`src/rtl/pipe_cpu.sv`:
```
`timescale 1ns/1ps
// Single-issue CPU execute stage: three-register instructions over a flop register file,
// one-cycle logic/arithmetic ops and bit-serial shifts, with result forwarding into the next issue.
module pipe_cpu #(
    parameter int d_width   = 32,
    parameter int reg_ct    = 32,
    parameter int ra_width  = $clog2(reg_ct),
    parameter int ins_width = 3 + 3 * ra_width
) (
    input  logic                 clk,
    input  logic                 rst,
    input  logic [ins_width-1:0] ins,
    input  logic                 ins_valid,
    output logic                 ins_ready,
    output logic                 wb_valid,
    output logic [ra_width-1:0]  wb_addr,
    output logic [d_width-1:0]   wb_data,
    input  logic [ra_width-1:0]  dbg_addr,
    output logic [d_width-1:0]   dbg_data
);
    localparam int sh_width = $clog2(d_width + 1);

    typedef enum logic [1:0] {IDLE, ALU, SHIFT} state_t;

    state_t               state_q, state_d;
    logic [2:0]           op_q, op_d;
    logic [ra_width-1:0]  rd_q, rd_d;
    logic [d_width-1:0]   a_q, a_d;
    logic [d_width-1:0]   b_q, b_d;
    logic [sh_width-1:0]  rem_q, rem_d;
    logic [d_width-1:0]   regs_q [reg_ct];
    logic                 wb_valid_q;
    logic [ra_width-1:0]  wb_addr_q;
    logic [d_width-1:0]   wb_data_q;

    logic [2:0]           ins_op;
    logic [ra_width-1:0]  ins_rd, ins_rs1, ins_rs2;
    logic [d_width-1:0]   alu_res, shift_step, result, op1, op2;
    logic [sh_width-1:0]  sh_clip;
    logic                 done, accept;

    assign ins_op  = ins[ins_width-1 -: 3];
    assign ins_rd  = ins[3*ra_width-1 -: ra_width];
    assign ins_rs1 = ins[2*ra_width-1 -: ra_width];
    assign ins_rs2 = ins[ra_width-1:0];

    always_comb begin
        unique case (op_q)
            3'b000:  alu_res = a_q + b_q;
            3'b001:  alu_res = a_q & b_q;
            3'b010:  alu_res = ~(a_q & b_q);
            3'b011:  alu_res = a_q | b_q;
            3'b100:  alu_res = a_q ^ b_q;
            3'b101:  alu_res = {{(d_width-1){1'b0}}, (a_q > b_q)};
            default: alu_res = '0;
        endcase
    end

    // rem_q counts shift steps still to apply; zero means a zero-length shift (pass-through).
    assign shift_step = (rem_q != '0) ? (op_q[0] ? (a_q >> 1) : (a_q << 1)) : a_q;
    assign result     = (state_q == SHIFT) ? shift_step : alu_res;
    assign done       = (state_q == ALU) || ((state_q == SHIFT) && (rem_q <= sh_width'(1)));
    assign ins_ready  = !rst && ((state_q == IDLE) || done);
    assign accept     = ins_valid && ins_ready;

    // Operands see the result retiring on the same edge.
    assign op1 = (done && (rd_q == ins_rs1)) ? result : regs_q[ins_rs1];
    assign op2 = (done && (rd_q == ins_rs2)) ? result : regs_q[ins_rs2];

    always_comb begin
        if (32'(ins_rs2) >= 32'(d_width)) sh_clip = sh_width'(d_width);
        else                               sh_clip = sh_width'(ins_rs2);
    end

    always_comb begin
        state_d = state_q;
        op_d    = op_q;
        rd_d    = rd_q;
        a_d     = a_q;
        b_d     = b_q;
        rem_d   = rem_q;
        if ((state_q == SHIFT) && !done) begin
            a_d   = shift_step;
            rem_d = rem_q - sh_width'(1);
        end
        if (done) state_d = IDLE;
        if (accept) begin
            op_d    = ins_op;
            rd_d    = ins_rd;
            a_d     = op1;
            b_d     = op2;
            rem_d   = sh_clip;
            state_d = (ins_op[2:1] == 2'b11) ? SHIFT : ALU;
        end
    end

    always_ff @(posedge clk or posedge rst) begin
        if (rst) begin
            state_q    <= IDLE;
            op_q       <= '0;
            rd_q       <= '0;
            a_q        <= '0;
            b_q        <= '0;
            rem_q      <= '0;
            wb_valid_q <= 1'b0;
            wb_addr_q  <= '0;
            wb_data_q  <= '0;
            for (int i = 0; i < reg_ct; i++) regs_q[i] <= '0;
        end else begin
            state_q    <= state_d;
            op_q       <= op_d;
            rd_q       <= rd_d;
            a_q        <= a_d;
            b_q        <= b_d;
            rem_q      <= rem_d;
            wb_valid_q <= done;
            if (done) begin
                regs_q[rd_q] <= result;
                wb_addr_q    <= rd_q;
                wb_data_q    <= result;
            end
        end
    end

    assign wb_valid = wb_valid_q;
    assign wb_addr  = wb_addr_q;
    assign wb_data  = wb_data_q;
    assign dbg_data = regs_q[dbg_addr];
endmodule

```
`config.mk`:
```
export PLATFORM = sky130hd
export DESIGN_NAME = pipe_cpu
export DESIGN_NICKNAME = d
export VERILOG_FILES = /design/src/rtl/pipe_cpu.sv
export SDC_FILE = /design/constraint.sdc
export NUM_CORES = 2
export LEC_CHECK = 0
export CAP_MARGIN = 20
export CORE_UTILIZATION = 50
export CTS_CLUSTER_DIAMETER = 50
export DETAILED_ROUTE_END_ITERATION = 12
export PLACE_DENSITY = 0.66
export SYNTH_ARGS = -nofsm -noshare
export SYNTH_HDL_FRONTEND = slang
export SYNTH_SLANG_ARGS = --single-unit
```
`constraint.sdc`:
```
create_clock -name clk -period 110.1 [get_ports clk]
set_input_delay 22.02 -clock clk [delete_from_list [all_inputs] [get_ports clk]]
set_output_delay 22.02 -clock clk [all_outputs]
set_load 0.01 [all_outputs]
```
# After elaboration in Yosys (flattened, before gate mapping)
# Index checks and enable logic that the tools add are counted.
# totals
ram_bits,0
mem_count,0
input_bits,26
latchBits,0
word_cells,109
rom_bits,0
output_inout_bits,71
reg_bits,1142
# classes
eq_ne,10
reduce_logical,16
div,0
n_lt_le_gt_ge,7
n_bitwise,8
n_mul,0
muxes,25
add_sub_neg,2
n_shift,0
# op_table
cell,n
1024-bit bitwise mux,1
32-bit binary-select mux with 5-bit select,3
32-bit 2-to-1 mux,14
32-bit case mux with 6 select lines,1
32-bit demux with 5-bit select,1
32-bit adder,1
32-bit AND,1
32-bit > comparator,1
32-bit inverter,1
32-bit bitwise OR,1
32-bit bitwise XOR,1
"6-bit >= comparator, second input constant",4
5-bit inverter with 6-bit output,4
6-bit 2-to-1 mux,2
5-bit equality test,2
1-bit logical AND,7
"3-bit by 2-bit equality test with 1-bit output, second input constant",2
"3-bit equality test, second input constant",2
"6-bit by 1-bit less-or-equal comparator with 1-bit output, second input constant",1
"6-bit by 1-bit < comparator with 1-bit output, second input constant",1
2-bit 2-to-1 mux,3
6-bit nonzero test,1
"6-bit by 1-bit subtractor with 6-bit output, second input constant",1
"2-bit equality test, second input constant",2
other kinds (7),10

# Logic depth before layout (Yosys ltp)
# depth
ltp_word,7
depth_mapped,14
ltp_nobuf,11

# Least setup slack after synthesis
# OpenSTA, ideal clock, no wires.
# synth_timing
path_kind,in2out
from,input port dbg_addr[0]
to,output port dbg_data[0]
stages,6
slack_ns,63.818
arrival_ns,24.262
path_buffers,3
t_required_ns,88.080
path_cell_list,clkbuf_1 -> clkbuf_1 -> buf_1 -> mux4_2 -> mux4_2 -> mux2_2
# synth_via
elab_chain_len,4
# synth_lines
element,line_no,source
"start, declared",18,"input logic [ra_width-1:0] dbg_addr,"
5-bit inverter with 6-bit output (not written as such),128,assign dbg_data = regs_q[dbg_addr];
32-bit binary-select mux with 5-bit select,128,
32-bit 2-to-1 mux (not written as such) (2 in series),128,
"end, declared",19,output logic [d_width-1:0] dbg_data
# Every way passes these cells. The select of a mux whose other input is x is not followed.

# Worst setup path after layout
# layout_timing
from,input port dbg_addr[0]
to,output port dbg_data[14]
# The elaborated chain is that of the path after synthesis.

==> metrics.yaml <==
timing:
  timing.setup.tns_ps: 0
  fmax_ghz: 0.0207
  report.final.hold_viol_count: 0
  timing.clock.skew_ps: 36.0
  hold-worst-slack_ps: 506
  tightestPinTransition_ps: 1240
  grt_setup_unrepaired: "false"
  worst_slack_ps: 61870
  worst_slew_margin_rel_pct: 17.1
  setup_viol: 0
  fin_crit_ps: 48230
  finalMaxSlewViolations: 0
  post-route-period-util_pct: 43.8
pwr:
  power.density_cell_area_nw_per_um2: 26.1
  total_leakage_power_nw: 31.7
  power.net_switching_mw: 0.816
  share_comb_of_total_power_pct: 41.5
  clock_power_share_pct: 24.2
  netSwitchingFraction_pct: 40.4
  power_frac_seq_pct: 34.2
  peakVddDrop_mv: 0.0233
  final_total_pwr_mw: 2.02
  cell_internal_pwr_mw: 1.21
worst_setup_path:
  worst-r2r-setup-slack_ps: 105120
  timing.critical_path.to_type: "primary output"
  critical_path_at_ps: 26210
  critical_path_required_ps: 88080
  critical_path.max_fanout: 52
  reg2reg_from: "state_q[1]"
  worstSetupStartpoint: "dbg_addr[0]"
  start_kind: "input pin"
  timing_worst_setup_path_type: "input pin to primary output"
routing:
  antenna_left: 0
  detail_route.drc_violations: 0
  detailedRoute.firstIterationViolations: 7045
  wire_per_inst_um: 30.0
  total_iterations_of_the_first_detailed_routing_run: 5
  vias: 53195
  route.final.wire_length_mm: 233
  avgViaCountPerCell: 6.86
yosys:
  syn-mean-instance-area_um2: 11.6
  ys_seq_area_share_pct: 40.7
  postSynthRegisterBits: 1142
  synth_area_um2: 70200
  postSynthCellCount: 6033
  share_of_flip_flops_with_an_asynchronous_set_or_reset_after_synthesis_pct: 100
  net_count_synth: 6158
  synth_cell_type_count: 77
  ys.warnings.count: 0
  synth_flop_cell: "sky130_fd_sc_hd__dfrtp_1"
  synth_enable_flop_cells: 0
cts:
  clock_latency_ps: 800
  htree_num_levels: 4
  cts_num_sinks: 1142
  cts-resized-gates: 0
  cts_buffers: 140
  clockRootBuffer: "sky130_fd_sc_hd__clkbuf_16"
  cts_post_setup_buffers_inserted: 0
  tritoncts_clock_tree: "built"
  max-clock-path-buffers: 3
  cts-hold-fix-buffers: 0
  path_clk_slew_ps: 50
cells_and_area:
  finish.cell_count_without_fillers: 7760
  nNetsFinal: 5901
  commonest_non_fill_non_tap_cells_in_the_layout: "sky130_fd_sc_hd__dfrtp_1, sky130_fd_sc_hd__mux4_2, sky130_fd_sc_hd__a21oi_1, sky130_fd_sc_hd__nand2_1, sky130_fd_sc_hd__nor2_1"
  layout_commonest_cell: "sky130_fd_sc_hd__dfrtp_1"
  drive_gt1_share_pct: 25.5
  synthToLayoutAreaGrowth_pct: 10.3
die:
  floorplan.die_area_um2: 142000
  die_x_um: 377
  floorplan.die.height_um: 377
  ios: 97
  core_um2: 139000
  row_count: 137
  initial_utilization_pct: 50.4
worst_hold_path:
  min-delay-start: "wb_addr[2]"
  min-delay-path-class: "flip-flop to flip-flop"
global_route:
  grt_max_degree: 176
  grt.overflow.total: 0
  grt_antenna_before_repair: 2
  track_usage_pct: 33.6
  first_pass_grt_wire_length_mm: 351
  grt_pass1_vias: 52982
placed_design:
  numPortBuffers: 96
  post-place-cells: 7502
  placement.setup.worst_slack_ps: 61810
  finalWeightedCongestion: 0.974
  dpl.hpwl_mm: 136
run_status:
  outcome: "completed"
flow_run:
  max_cap_viol_count: 0
==> cell families after synthesis <==
kind of cell	after synthesis	share of synthesized area, %
compound gates	1523	11.9
simple gates	1406	7.98
flops	1142	40.7
mux	1106	33.0
buf+inv	723	4.21
fa+ha+maj	99	1.78
xor+xnor	34	0.424
==> metrics by stage <==
stage,util (%),instance area (um^2)
global route,55.6,77400
floorplan,-,70200
finish,55.6,77400
global placement,52.0,72400
CTS,55.4,77300
detailed placement,52.0,72400
==> area by class of cell <==
type | count | area, um^2
fillers | 11327 | 61900
multi-input cells | 4168 | 39100
flip-flops and latches | 1142 | 28600
clock buffers | 187 | 4020
well taps | 1876 | 2350
repair buffers | 235 | 2210
clock inverters | 62 | 858
inverters | 89 | 342
diodes | 1 | 2.50
==> registers in the layout (all words and copies together) (netlist names) <==
signal    count
state_q       2
wb_data      32
rem_q         6
wb_addr       5
b_q          32
a_q          32
op_q          3
wb_valid      1
rd_q          5
regs_q     1024
==> per-layer routing <==
layer	track usage, %	up-vias	part of all wire [%]
met2	49.4	3177	45
met5	0	-	0.011
met3	10.3	665	12
met1	45.7	27285	38
li1	-	22064	-
met4	15.9	4	5.2
==> path summary, 6_finish.rpt <==
check | depth (start not counted) | endpoint
min reg2reg | 1 | wb_addr[2]
max | 7 | dbg_data[14]
min in group asynchronous | 2 | op_q[2]
max reg2reg | 11 | regs_q[757]
max in group asynchronous | 5 | regs_q[870]
min | 1 | wb_addr[2]
==> power groups by stage <==
| stage | registers, mW | logic (mW) | clock network, mW |
|---|---|---|---|
| floorplan | 0.645 | 0.589 | 0 |
| global placement | 0.684 | 0.800 | 0 |
| detailed placement | 0.690 | 0.820 | 0 |
| CTS | 0.685 | 0.823 | 0.494 |
| global route | 0.709 | 0.900 | 0.511 |
| finish | 0.692 | 0.840 | 0.490 |
==> cell usage after synthesis (14+ instances only) <==
cell / number / area [um^2]
sky130_fd_sc_hd__clkbuf_1: 405 / 1520
sky130_fd_sc_hd__ha_1: 98 / 1230
sky130_fd_sc_hd__nor2_1: 637 / 2390
sky130_fd_sc_hd__nor3_1: 16 / 80.1
sky130_fd_sc_hd__xnor2_1: 21 / 184
sky130_fd_sc_hd__o21ai_1: 30 / 150
sky130_fd_sc_hd__inv_1: 89 / 334
sky130_fd_sc_hd__a21o_1: 23 / 173
sky130_fd_sc_hd__nand2_1: 647 / 2430
sky130_fd_sc_hd__o21bai_1: 18 / 135
sky130_fd_sc_hd__a21oi_1: 675 / 3380
sky130_fd_sc_hd__mux4_2: 960 / 21600
sky130_fd_sc_hd__o22ai_1: 14 / 87.6
sky130_fd_sc_hd__mux2_2: 77 / 867
sky130_fd_sc_hd__buf_1: 56 / 210
sky130_fd_sc_hd__o211ai_1: 22 / 165
sky130_fd_sc_hd__a211oi_1: 59 / 443
sky130_fd_sc_hd__o21ai_0: 581 / 2910
sky130_fd_sc_hd__dfrtp_1: 1142 / 28600
sky130_fd_sc_hd__nor2b_1: 20 / 125
sky130_fd_sc_hd__buf_2: 164 / 821
sky130_fd_sc_hd__mux2i_1: 69 / 691
==> worst max-delay path: stages <==
cell and delay (ps):
sky130_fd_sc_hd__buf_8 450, sky130_fd_sc_hd__buf_4 780, sky130_fd_sc_hd__buf_4 750, sky130_fd_sc_hd__mux4_2 610, sky130_fd_sc_hd__mux4_2 490, sky130_fd_sc_hd__mux2_2 360, sky130_fd_sc_hd__clkdlybuf4s50_1 600
(Power assumes the default switching activity.)
